<file path="src/rtl/jtag_bus_pkg.sv">
// Shared encodings for the JTAG bus sequencer: opcodes, command field offsets
// and status bit positions. Host-side Tcl scripts mirror these values.
package jtag_bus_pkg;

    localparam int OP_W = 3;

    localparam logic [OP_W-1:0] OP_NOP     = 3'd0;
    localparam logic [OP_W-1:0] OP_SETADDR = 3'd1;
    localparam logic [OP_W-1:0] OP_WRITE   = 3'd2;
    localparam logic [OP_W-1:0] OP_READ    = 3'd3;
    localparam logic [OP_W-1:0] OP_CLRSTAT = 3'd4;

    // Command word layout, as offsets above the DATA_W-bit payload.
    localparam int CMD_AUTOINC_OFS = 0;
    localparam int CMD_OP_OFS      = 1;

    // Status word layout, as offsets above the DATA_W-bit rdata field.
    localparam int ST_RVALID  = 0;
    localparam int ST_OVERRUN = 1;
    localparam int ST_TIMEOUT = 2;
    localparam int ST_BUSY    = 3;

    typedef enum logic {
        S_IDLE = 1'b0,
        S_BUSY = 1'b1
    } seq_state_t;

    function automatic logic is_bus_op(input logic [OP_W-1:0] op);
        return (op == OP_WRITE) || (op == OP_READ);
    endfunction

endpackage

</file>
<file path="src/rtl/bus_timeout_counter.sv">
// Counts consecutive un-acknowledged request cycles; expired flags the
// TIMEOUT-th such cycle so the sequencer can abandon the transaction.
module bus_timeout_counter #(
    parameter int TIMEOUT = 1023
) (
    input  logic sysclk,
    input  logic reset_n,
    input  logic clear,
    input  logic enable,
    output logic expired
);

    localparam int CNT_W = (TIMEOUT < 2) ? 1 : $clog2(TIMEOUT);

    logic [CNT_W-1:0] count;

    // NOTE: sequential state uses non-blocking assignments so every flop
    // samples pre-edge values regardless of process evaluation order.
    always_ff @(posedge sysclk) begin
        if (!reset_n) begin
            count <= '0;
        end else if (clear) begin
            count <= '0;
        end else if (enable) begin
            count <= count + 1'b1;
        end
    end

    assign expired = enable && (count == CNT_W'(TIMEOUT - 1));

endmodule

</file>
<file path="src/rtl/jtag_bus_sequencer.sv">
// Decodes JTAG USER-register commands into single-beat bus transactions with
// timeout, and reports status and read data on a parallel word for shift-out.
module jtag_bus_sequencer
    import jtag_bus_pkg::*;
#(
    parameter int ADDR_W    = 32,
    parameter int DATA_W    = 32,
    parameter int TIMEOUT   = 1023,
    parameter int ADDR_STEP = 4
) (
    input  logic              sysclk,
    input  logic              reset_n,
    input  logic [DATA_W+3:0] cmd_q,
    input  logic              cmd_stb,
    output logic [DATA_W+3:0] resp_d,
    output logic              bus_req,
    output logic              bus_we,
    output logic [ADDR_W-1:0] bus_addr,
    output logic [DATA_W-1:0] bus_wdata,
    input  logic [DATA_W-1:0] bus_rdata,
    input  logic              bus_ack
);

    logic [OP_W-1:0]   cmd_op;
    logic              cmd_autoinc;
    logic [DATA_W-1:0] cmd_payload;

    assign cmd_op      = cmd_q[DATA_W+CMD_OP_OFS +: OP_W];
    assign cmd_autoinc = cmd_q[DATA_W+CMD_AUTOINC_OFS];
    assign cmd_payload = cmd_q[DATA_W-1:0];

    seq_state_t        state,     state_nxt;
    logic [ADDR_W-1:0] addr_reg,  addr_reg_nxt;
    logic              req_r,     req_nxt;
    logic              we_r,      we_nxt;
    logic [ADDR_W-1:0] baddr_r,   baddr_nxt;
    logic [DATA_W-1:0] wdata_r,   wdata_nxt;
    logic              autoinc_r, autoinc_nxt;
    logic [DATA_W-1:0] rdata_r,   rdata_nxt;
    logic              rvalid_r,  rvalid_nxt;
    logic              timeout_r, timeout_nxt;
    logic              overrun_r, overrun_nxt;

    logic tmr_clear;
    logic tmr_enable;
    logic tmr_expired;

    assign tmr_enable = (state == S_BUSY) && !bus_ack;

    bus_timeout_counter #(
        .TIMEOUT (TIMEOUT)
    ) u_timeout (
        .sysclk  (sysclk),
        .reset_n (reset_n),
        .clear   (tmr_clear),
        .enable  (tmr_enable),
        .expired (tmr_expired)
    );

    // NOTE: every combinational output gets a default first so no path
    // through the case statements can infer a latch.
    always_comb begin
        state_nxt    = state;
        addr_reg_nxt = addr_reg;
        req_nxt      = req_r;
        we_nxt       = we_r;
        baddr_nxt    = baddr_r;
        wdata_nxt    = wdata_r;
        autoinc_nxt  = autoinc_r;
        rdata_nxt    = rdata_r;
        rvalid_nxt   = rvalid_r;
        timeout_nxt  = timeout_r;
        overrun_nxt  = overrun_r;
        tmr_clear    = 1'b0;

        unique case (state)
            S_IDLE: begin
                if (cmd_stb) begin
                    if (is_bus_op(cmd_op)) begin
                        state_nxt   = S_BUSY;
                        req_nxt     = 1'b1;
                        we_nxt      = (cmd_op == OP_WRITE);
                        baddr_nxt   = addr_reg;
                        wdata_nxt   = cmd_payload;
                        autoinc_nxt = cmd_autoinc;
                        tmr_clear   = 1'b1;
                        if (cmd_op == OP_READ) begin
                            rvalid_nxt = 1'b0;
                        end
                    end else if (cmd_op == OP_SETADDR) begin
                        addr_reg_nxt = ADDR_W'(cmd_payload);
                    end else if (cmd_op == OP_CLRSTAT) begin
                        timeout_nxt = 1'b0;
                        overrun_nxt = 1'b0;
                        rvalid_nxt  = 1'b0;
                    end
                end
            end

            S_BUSY: begin
                // Commands cannot be queued; a strobe here is lost and flagged.
                if (cmd_stb) begin
                    overrun_nxt = 1'b1;
                end
                if (bus_ack) begin
                    state_nxt = S_IDLE;
                    req_nxt   = 1'b0;
                    if (!we_r) begin
                        rdata_nxt  = bus_rdata;
                        rvalid_nxt = 1'b1;
                    end
                    if (autoinc_r) begin
                        addr_reg_nxt = addr_reg + ADDR_W'(ADDR_STEP);
                    end
                end else if (tmr_expired) begin
                    state_nxt   = S_IDLE;
                    req_nxt     = 1'b0;
                    timeout_nxt = 1'b1;
                end
            end

            default: state_nxt = S_IDLE;
        endcase
    end

    always_ff @(posedge sysclk) begin
        if (!reset_n) begin
            state     <= S_IDLE;
            addr_reg  <= '0;
            req_r     <= 1'b0;
            we_r      <= 1'b0;
            baddr_r   <= '0;
            wdata_r   <= '0;
            autoinc_r <= 1'b0;
            rdata_r   <= '0;
            rvalid_r  <= 1'b0;
            timeout_r <= 1'b0;
            overrun_r <= 1'b0;
        end else begin
            state     <= state_nxt;
            addr_reg  <= addr_reg_nxt;
            req_r     <= req_nxt;
            we_r      <= we_nxt;
            baddr_r   <= baddr_nxt;
            wdata_r   <= wdata_nxt;
            autoinc_r <= autoinc_nxt;
            rdata_r   <= rdata_nxt;
            rvalid_r  <= rvalid_nxt;
            timeout_r <= timeout_nxt;
            overrun_r <= overrun_nxt;
        end
    end

    assign bus_req   = req_r;
    assign bus_we    = we_r;
    assign bus_addr  = baddr_r;
    assign bus_wdata = wdata_r;

    always_comb begin
        resp_d                     = '0;
        resp_d[DATA_W-1:0]         = rdata_r;
        resp_d[DATA_W+ST_RVALID]   = rvalid_r;
        resp_d[DATA_W+ST_OVERRUN]  = overrun_r;
        resp_d[DATA_W+ST_TIMEOUT]  = timeout_r;
        resp_d[DATA_W+ST_BUSY]     = (state == S_BUSY);
    end

endmodule
</file>
<file path="config.mk">
export PLATFORM = sky130hd
export DESIGN_NAME = jtag_bus_sequencer
export DESIGN_NICKNAME = d
export VERILOG_FILES = /design/src/rtl/jtag_bus_pkg.sv /design/src/rtl/bus_timeout_counter.sv /design/src/rtl/jtag_bus_sequencer.sv
export SDC_FILE = /design/constraint.sdc
export NUM_CORES = 1
export LEC_CHECK = 0
export CORE_MARGIN = 2
export CORE_UTILIZATION = 35
export CTS_CLUSTER_DIAMETER = 100
export DETAILED_ROUTE_END_ITERATION = 10
export PLACE_DENSITY = 0.71
export SLEW_MARGIN = 10
export SYNTH_ARGS = -nofsm -noshare
export SYNTH_HDL_FRONTEND = slang
export SYNTH_SLANG_ARGS = --single-unit
</file>
<file path="constraint.sdc">
create_clock -name sysclk -period 1.7 [get_ports sysclk]
set_input_delay 0.34 -clock sysclk [delete_from_list [all_inputs] [get_ports sysclk]]
set_output_delay 0.34 -clock sysclk [all_outputs]
set_load 0.03 [all_outputs]
</file>
After elaboration in Yosys (flattened, before gate mapping)
Index checks and enable logic that the tools add are counted.

Word-level logic and storage cells: 82. Input port bits: 72. Output and inout bits: 102. Register bits after elaboration: 145.

Equal/unequal tests: 21. Add/subtract/negate cells: 2. Reduce and logical (&&, ||, !) cells: 12. Mux-type cells: 32. Bitwise gates (word level): 3.

Operators by type and width (count): $mux 32 (5); $pmux 32 s2 (1); $add 32x3->32 const B (1); $mux 1 (21); $ne 2x2->1 const B (10); $reduce_and 6->1 (2); $add 10x1->10 const B (1); $eq 10x10->1 const B (1); $pmux 1 s2 (5); $reduce_and 5->1 (2); $ne 3x3->1 const B (3); $reduce_and 3->1 (3); $eq 3x2->1 const B (2); $ne 2x1->1 const B (2); $eq 3x1->1 const B (1); $eq 3x3->1 const B (1); $ne 3x2->1 const B (1); $not 1->1 (3); $logic_and 1x1->1 (2); $reduce_or 2->1 (1); $logic_not 1->1 (1); $logic_or 1x1->1 (1).

Depth between registers and ports, before layout
Gate-level depths: netlist of the first run.

Word-level depth: 6. Gate-level depth with buffers: 9. Gate-level depth less buffers: 7.

Hierarchy
Synthesis of the first run repeated with hierarchy kept, for this count alone.

Cell total of the unflattened synthesis: 850. Area, all modules: 6550.0 um2.

Modules (own cells, without submodules): jtag_bus_sequencer (cells an instance 797, instances 1, seq. area each 2702.6 um2, area an instance 6062.1 um2); bus_timeout_counter (cells an instance 53, instances 1, seq. area each 200.2 um2, area an instance 488.0 um2).

Least setup slack after synthesis of the first run
OpenSTA, ideal clock, no wires.

Path type: register to register. Start: register addr_reg[8]. End: register addr_reg[31]. Period minus slack after synthesis: 1.837 ns. Arrival time: 1.704 ns. Path buffers: 1. Slack: -0.137 ns. Cell stages (with the launch flop): 7. Library setup time: 0.133 ns. Required time: 1.567 ns. Path through: dfxtp_1 > buf_2 > nand4_2 > or4_4 > nor4_4 > mux2i_1 > o221ai_1.

Cells in the longest elaborated chain, start to end: 4.

Ends and longest elaborated chain: start, declared (RTL line jtag_bus_sequencer.sv:33) `logic [ADDR_W-1:0] addr_reg, addr_reg_nxt;`; start signal, assigned (RTL line jtag_bus_sequencer.sv:141) `addr_reg <= addr_reg_nxt;`; $add 32x3->32 (RTL line jtag_bus_sequencer.sv:113) `addr_reg_nxt = addr_reg + ADDR_W'(ADDR_STEP);`; $mux 32 (RTL line jtag_bus_sequencer.sv:112) `if (autoinc_r) begin`; $mux 32 (RTL line jtag_bus_sequencer.sv:105) `if (bus_ack) begin`; $pmux 32 s2 (RTL line jtag_bus_sequencer.sv:76) `unique case (state)`.

No other way between the ends. The select of a mux whose other input is x is not followed. A chain may end at the register's enable or synchronous reset.

Worst setup path in the final report of the first run
Start: input cmd_q[35]. End: register addr_reg[19].

Cells in the longest elaborated chain, start to end: 4. Elaborated cells on any way between the ends: 7. Those cells by class: eq/ne: 5; reduce/logical: 2.

Ends and longest elaborated chain: start, declared (RTL line jtag_bus_sequencer.sv:13) `input logic [DATA_W+3:0] cmd_q,`; $eq 3x2->1 (RTL line jtag_bus_pkg.sv:29) `return (op == OP_WRITE) || (op == OP_READ);`; $logic_or 1x1->1 (RTL line jtag_bus_pkg.sv:29); $ne 2x2->1 (no line); $reduce_and 5->1 (no line) (*).

Mark *: on every way between the ends. The rest lies on a longest branch, timed or not.

==> flow_summary_export.csv, run 1 <==
group,metric,value,unit
logic_synthesis,ys_seq_area_share,45.3,%
setup_path,cp_data_arrival_time,2.22,ns
hold_path,hp-class,"reg -> reg",
logic_synthesis,syn_avg_cell_area,7.77,um2
global_routing,grt_max_degree,41,
timing,finalSetupViolCount,20,
final_layout,drive_gt1_share,21.3,%
global_routing,grt_pass1_vias,6590,
timing,fin_skew,0.00658,ns
flow_run,cap_violations,0,
timing,slew_viol_final,0,
floorplanning,die_area,19400,um2
global_routing,antenna_found_initial,0,
power_and_ir_drop,intPower,6.22,mW
final_layout,antenna_cells,0,
logic_synthesis,synth_edf_count,0,
setup_path,max_stage_delay,0.60,ns
power_and_ir_drop,clkPwrFrac,46.6,%
placed_design,gp_congestion,0.933,
route,detail_route.iter0.violations,629,
logic_synthesis,synth_top_area_share,45.3,%
floorplanning,dieWidth,139,um
global_routing,top_usage_layer,"met2",
global_routing,grt_overflow,0,
global_routing,use_met3,5.68,%
timing,setup_ws,-0.189,ns
global_routing,grt_use_met2,35.3,%
route,wl_per_cell,17.3,um
setup_path,timing.rr.start,"state",
power_and_ir_drop,powerDensity,823,nW/um2
floorplanning,io_pins,174,
route,drcViolationCount,1,
setup_path,worstPathMaxFanout,3,
setup_path,path_class,"in -> reg",
clock_tree,cts.sinks,145,
timing,hold_viol_final,0,
floorplanning,die_h,139,um
timing,rsz0062_at_grt,"true",
timing,fmax,529,MHz
global_routing,grt_usage,23.0,%
final_layout,fillers,1633,
route,drtPass1Iterations,8,
clock_tree,clk_path_buf_depth,2,
setup_path,path_delay_family,"buffers and inverters",
logic_synthesis,yosys_warnings,0,
route,ant_nets,0,
hold_path,hold-path-cell-count,2,
timing,fin_crit_sh,111,%
power_and_ir_drop,swShare,25.5,%
timing,final.min_clock_period,1.89,ns
setup_path,critPathSlowestCell,"or4b_4",
clock_tree,insertion_delay,0.43,ns
hold_path,hold_end,"bus_addr[12]",
power_and_ir_drop,p_switching,2.13,mW
route,vias,6937,
power_and_ir_drop,seq_power_share,42.2,%
power_and_ir_drop,leakagePower,4.21,nW
logic_synthesis,synthTopCellsByArea,"dfxtp_1 45%, nand2_1 13%, a21oi_1 9.0%",
logic_synthesis,async_flop_share,0,%
final_layout,nets,1159,
clock_tree,cts_tree,"yes",
clock_tree,path_clk_slew,0.07,ns
timing,worstMarginPinSlew,0.472,ns
logic_synthesis,yosys.area.top_type,"dfxtp_1",
route,via_per_inst,5.23,
global_routing,grt_pass1_wl,35.6,mm
logic_synthesis,synth_nets,901,
setup_path,path_cells,"clkdlybuf4s50_1 > or4b_4 > a21oi_4 > buf_6 > mux2_4 > o21ai_2 > a21oi_1",
clock_tree,h-tree-depth,4,
logic_synthesis,synth_ff_type,"dfxtp_1",
setup_path,reg2reg_depth,6,
status,violations,"DRC, setup timing",
placed_design,dp_slack,-0.943,ns
hold_path,holdCritStartpoint,"bus_addr[12]",
setup_path,reg2reg_to,"addr_reg[19]",
global_routing,grtUsageMet1,30.9,%
clock_tree,cts_made_buffers,17,
timing,relSlewSlack,68.5,%
setup_path,critPathCaptureType,"flip-flop",
power_and_ir_drop,combPwrFrac,11.2,%
final_layout,final_cells,1326,
placed_design,hpwl,16.4,mm
placed_design,place_inst,1282,
setup_path,cp.required,2.03,ns
status,status,"complete, but fails checks",
logic_synthesis,yosys.cell_types.count,56,
floorplanning,coreArea,18000,um2
logic_synthesis,syn_area,6410,um2
setup_path,reg2reg_slack,-0.19,ns
setup_path,cp-start-kind,"input port",
clock_tree,root_buffer,"clkbuf_16",
placed_design,port_buffers,173,
final_layout,area_growth,58.2,%
logic_synthesis,yosys_register_bits,145,
route,wl,22.9,mm
power_and_ir_drop,ir_drop,709,uV
floorplanning,initial_core_util,35.7,%
floorplanning,num_rows,49,
setup_path,critPathBufInv,2,
logic_synthesis,synth_cells,826,
logic make-up after synthesis:
logic type,after synthesis,synth area share [%]
muxes,12,1.89
and+or+nand+nor,378,26.9
AOI/OAI and AO/OA,203,18.9
adders and majority gates,3,0.585
buffers and inverters,75,5.09
xor gates and xnor gates,10,1.37
DFF,145,45.3
layer usage:
layer | vias up | part of all wire (%)
met1 | 3218 | 43
met2 | 273 | 46
met4 | 0 | 3.4
li1 | 3381 | -
met5 | - | 0
met3 | 65 | 7.5
power groups by stage:
stage          combinational, mW  sequential [mW]  clock [mW]
5_1_grt                    0.991             3.53        4.11
4_1_cts                    0.888             3.52        3.94
3_5_place_dp               0.896             3.60           0
2_1_floorplan              0.303             3.68           0
6_report                   0.935             3.52        3.90
3_3_place_gp               0.890             3.60           0
worst reg2reg max path, cell delays in order (launching register included):
cell,delay [ns]
dfxtp_4,0.38
or4b_4,0.62
a21oi_4,0.21
buf_6,0.13
mux2_4,0.30
o21ai_2,0.11
a21oi_1,0.04
metrics by stage:
stage                     power, mW  hold slack (ns)  TNS (ns)  utilization [%]  instance area, um2
after global routing           8.63            0.444     -3.04             56.5               10100
after floorplan                3.98            0.431   -0.0878                -                6490
after CTS                      8.35            0.442     -1.28             55.0                9880
after global placement         4.49            0.441    -40.19             51.5                9250
final                          8.35            0.449     -1.71             56.5               10100
after detailed placement       4.50            0.446    -47.19             51.5                9250
synthesized netlist by cell type (7+ instances only):
cell type  count
buf_2         15
o221ai_1       7
o21ai_0       16
nor4_1         8
a21oi_1      115
mux2i_1       11
nor2_1        42
a31oi_1       11
nand3_1       31
a22oi_1        9
nand4_1       15
inv_1          9
nor3_1         9
buf_4          7
nand2_1      230
dfxtp_1      145
clkbuf_1      42
and3_1         9
repair_timing:
item | in CTS | in global routing
setup buffers | 2 | 8
cloned | 0 | 2
hold buffers | 0 | 0
pin swaps | 5 | 24
gates resized for setup | 137 | 51
endpoints found under the hold margin | 0 | 0
endpoints found under the setup margin | 136 | 39
area by class of cell:
type                       instances  area (um2)  area share, %
tap                              229         287           2.82
clock inverter                    14         180           1.78
inverter                          10        38.8          0.382
timing repair buffer             303        2800           27.6
clock buffer                      18         429           4.23
sequential                       145        2930           28.9
multi-input combinational        607        3480           34.3
worst max path at each step:
stage | start | end | slack, ns | depth (start not counted)
2_1_floorplan | state | addr_reg[13] | -0.05 | 5
3_3_place_gp | cmd_q[34] | addr_reg[29] | -0.83 | 6
3_5_place_dp | cmd_q[34] | addr_reg[29] | -0.94 | 6
4_1_cts | addr_reg[3] | addr_reg[31] | -0.15 | 6
5_1_grt | addr_reg[3] | addr_reg[16] | -0.22 | 7
6_report | cmd_q[35] | addr_reg[19] | -0.19 | 7
layout by cell type (no fill, tap or decap), types with 6 or more instances in the layout:
cell,count
dfxtp_2,9
a31oi_1,11
buf_6,17
a22oi_1,7
xor2_1,6
dlygate4sd2_1,102
o21ai_0,13
nand2_1,229
nor2_2,6
nand3_1,29
mux2i_1,11
dfxtp_1,131
inv_1,8
a21oi_1,111
nor4_4,7
nor3_1,8
clkbuf_16,17
nor2_1,35
and3_1,7
buf_12,13
clkdlybuf4s50_1,69
nand4_1,15
buf_4,100
No activity file was read; power rests on OpenSTA's default activity.
==> run 2, diff against run 1 <==
--- a/config.mk
+++ b/config.mk
@@ -9,8 +9,9 @@
 export CORE_UTILIZATION = 35
 export CTS_CLUSTER_DIAMETER = 100
 export DETAILED_ROUTE_END_ITERATION = 10
+export GPL_ROUTABILITY_DRIVEN = 0
 export PLACE_DENSITY = 0.71
-export SLEW_MARGIN = 10
+export SLEW_MARGIN = 20
 export SYNTH_ARGS = -nofsm -noshare
 export SYNTH_HDL_FRONTEND = slang
 export SYNTH_SLANG_ARGS = --single-unit
==> run 2 against run 1 <==
Effect of this change: the run ends with setup timing left; clock power fell by 3%; power is 1.7% lower; global-route usage is 0.21 points lower; fmax increased by 1.3%; critical path type is now reg -> reg; largest power group unchanged.
==> flow_summary_export.csv, run 2 (synthesized netlist as in run 1, its figures left out) <==
group,metric,value,unit
timing,fin_skew,0.00944,ns
floorplanning,coreArea,18000,um2
route,drtPass1Iterations,6,
setup_path,path_class,"reg -> reg",
setup_path,cp_data_arrival_time,2.21,ns
clock_tree,root_buffer,"clkbuf_16",
final_layout,layout.cells.most_common_list,"228 x nand2_1, 131 x dfxtp_1, 122 x buf_4, 113 x a21oi_1, 103 x dlygate4sd2_1",
floorplanning,die_h,139,um
setup_path,path_cells,"buf_6 > or4b_4 > a21oi_4 > buf_6 > a32oi_1 > a21o_1 > o211ai_1",
timing,final.min_clock_period,1.86,ns
status,status,"complete, but fails checks",
hold_path,holdCritStartpoint,"cmd_q[33]",
final_layout,antenna_cells,0,
setup_path,worstPathMaxFanout,5,
route,drcViolationCount,0,
placed_design,hpwl,16.3,mm
route,ant_nets,0,
global_routing,grt_max_degree,41,
power_and_ir_drop,ir_drop,720,uV
route,wl_per_cell,16.8,um
timing,finalSetupViolCount,22,
timing,hold_viol_final,0,
placed_design,dpl-instance-area,9210,um2
global_routing,grt_pass1_vias,6591,
timing,fmax,537,MHz
global_routing,grt_overflow,0,
clock_tree,cts_tree,"yes",
final_layout,drive_gt1_share,21.0,%
status,violations,"setup timing",
timing,relSlewSlack,70.5,%
placed_design,port_buffers,173,
final_layout,final_common_cell,"nand2_1",
final_layout,final_cells,1334,
route,vias,7073,
timing,worstMarginPinSlew,0.442,ns
clock_tree,clk_path_buf_depth,2,
floorplanning,io_pins,174,
setup_path,cp.required,2.05,ns
setup_path,reg2reg_to,"addr_reg[30]",
clock_tree,cts.sinks,145,
power_and_ir_drop,powerDensity,821,nW/um2
setup_path,reg2reg_depth,7,
setup_path,reg2reg_slack,-0.16,ns
timing,setup_ws,-0.164,ns
floorplanning,initial_core_util,35.7,%
hold_path,hold-path-cell-count,3,
timing,slew_viol_final,0,
final_layout,area_growth,55.9,%
setup_path,max_stage_delay,0.54,ns
clock_tree,cts_made_buffers,17,
route,wl,22.4,mm
global_routing,antenna_found_initial,0,
clock_tree,h-tree-depth,4,
setup_path,critPathSlowestCell,"or4b_4",
final_layout,final_design_area_no_fill,10000,um2
floorplanning,num_rows,49,
global_routing,grt_usage,22.8,%
global_routing,grt_use_met2,34.8,%
timing,setup_tns,-1.51,ns
global_routing,grt_pass1_wl,35.4,mm
global_routing,top_usage_layer,"met2",
hold_path,hp-class,"in -> reg",
setup_path,timing.rr.start,"state",
setup_path,critPathCaptureType,"flip-flop",
setup_path,crit_top_cell,"buf_6",
power_and_ir_drop,leakagePower,4.17,nW
timing,hold_slack,0.366,ns
setup_path,cp-start-kind,"flip-flop",
placed_design,place_inst,1285,
clock_tree,cts_hold_buf,0,
timing,rsz0062_at_grt,"true",
route,detail_route.iter0.violations,570,
final_layout,nets,1167,
global_routing,grtUsageMet1,30.1,%
floorplanning,die_area,19400,um2
clock_tree,path_clk_slew,0.06,ns
flow_run,cap_violations,0,
final_layout,final_util,55.7,%
clock_tree,insertion_delay,0.43,ns
route,via_per_inst,5.30,
final_layout,fillers,1653,
global_routing,use_met3,6.95,%
floorplanning,dieWidth,139,um
timing,fin_crit_sh,110,%
hold_path,hold_end,"bus_we",
==> run 2: cell types whose count changed in the layout (fill, tap and decap cells not counted), sizes merged <==
cell / previous run / this run
buf: 131 / 140
bufinv: 3 / 2
clkinv: 7 / 9
clkinvlp: 2 / 1
dlygate4sd2: 102 / 103
dlymetal6s2s: 1 / 0
nor2: 43 / 42
==> run 2: worst max path at each step <==
stage	slack, ns	depth (start not counted)	to	startpoint
after global routing	-0.20	7	addr_reg[30]	state
after CTS	-0.14	7	addr_reg[30]	state
final	-0.16	7	addr_reg[30]	state
after floorplan	-0.05	5	addr_reg[13]	state
after detailed placement	-0.66	8	addr_reg[12]	cmd_q[33]
after global placement	-0.62	8	addr_reg[12]	cmd_q[33]
==> run 2: metal layers <==
layer / vias to the layer above / routed length (um)
met2: 326 / 10100
met1: 3289 / 9630
met4: 0 / 680
met3: 58 / 1990
met5: - / 0
li1: 3400 / -
==> run 2: stage by stage <==
step / setup WS, ns / power, mW
floorplan: -0.0484 / 3.98
global placement: -0.625 / 4.48
detailed placement: -0.661 / 4.49
CTS: -0.143 / 8.23
global route: -0.204 / 8.48
finish: -0.164 / 8.21
==> run 2: layout make-up <==
class / count / area, um2 / share of cell area [%]
inverter: 10 / 38.8 / 0.388
multi-input combinational: 606 / 3390 / 33.9
clock buffer: 18 / 429 / 4.29
clock inverter: 14 / 159 / 1.59
timing repair buffer: 312 / 2770 / 27.7
tap: 229 / 287 / 2.87
sequential: 145 / 2930 / 29.3
==> run 2: repair_timing <==
action                                  in CTS  in global routing
gates cloned                                 2                  0
endpoints found under the setup margin     132                 49
setup buffers                               10                  7
pin swaps                                   24                  7
resized for setup                          154                 11
==> run 2: critical path: cells and delay by family (launching register included) <==
family	cells	cell delay, ns
buffers and inverters	2	0.28
and+or+nand+nor	1	0.54
AOI/OAI and AO/OA	4	0.61
DFF	1	0.35
==> run 2: where the power goes <==
| part | internal, mW | switching (mW) | total [mW] |
|---|---|---|---|
| Combinational | 0.422 | 0.487 | 0.909 |
| Sequential | 3.47 | 0.0592 | 3.52 |
| Clock | 2.19 | 1.59 | 3.78 |
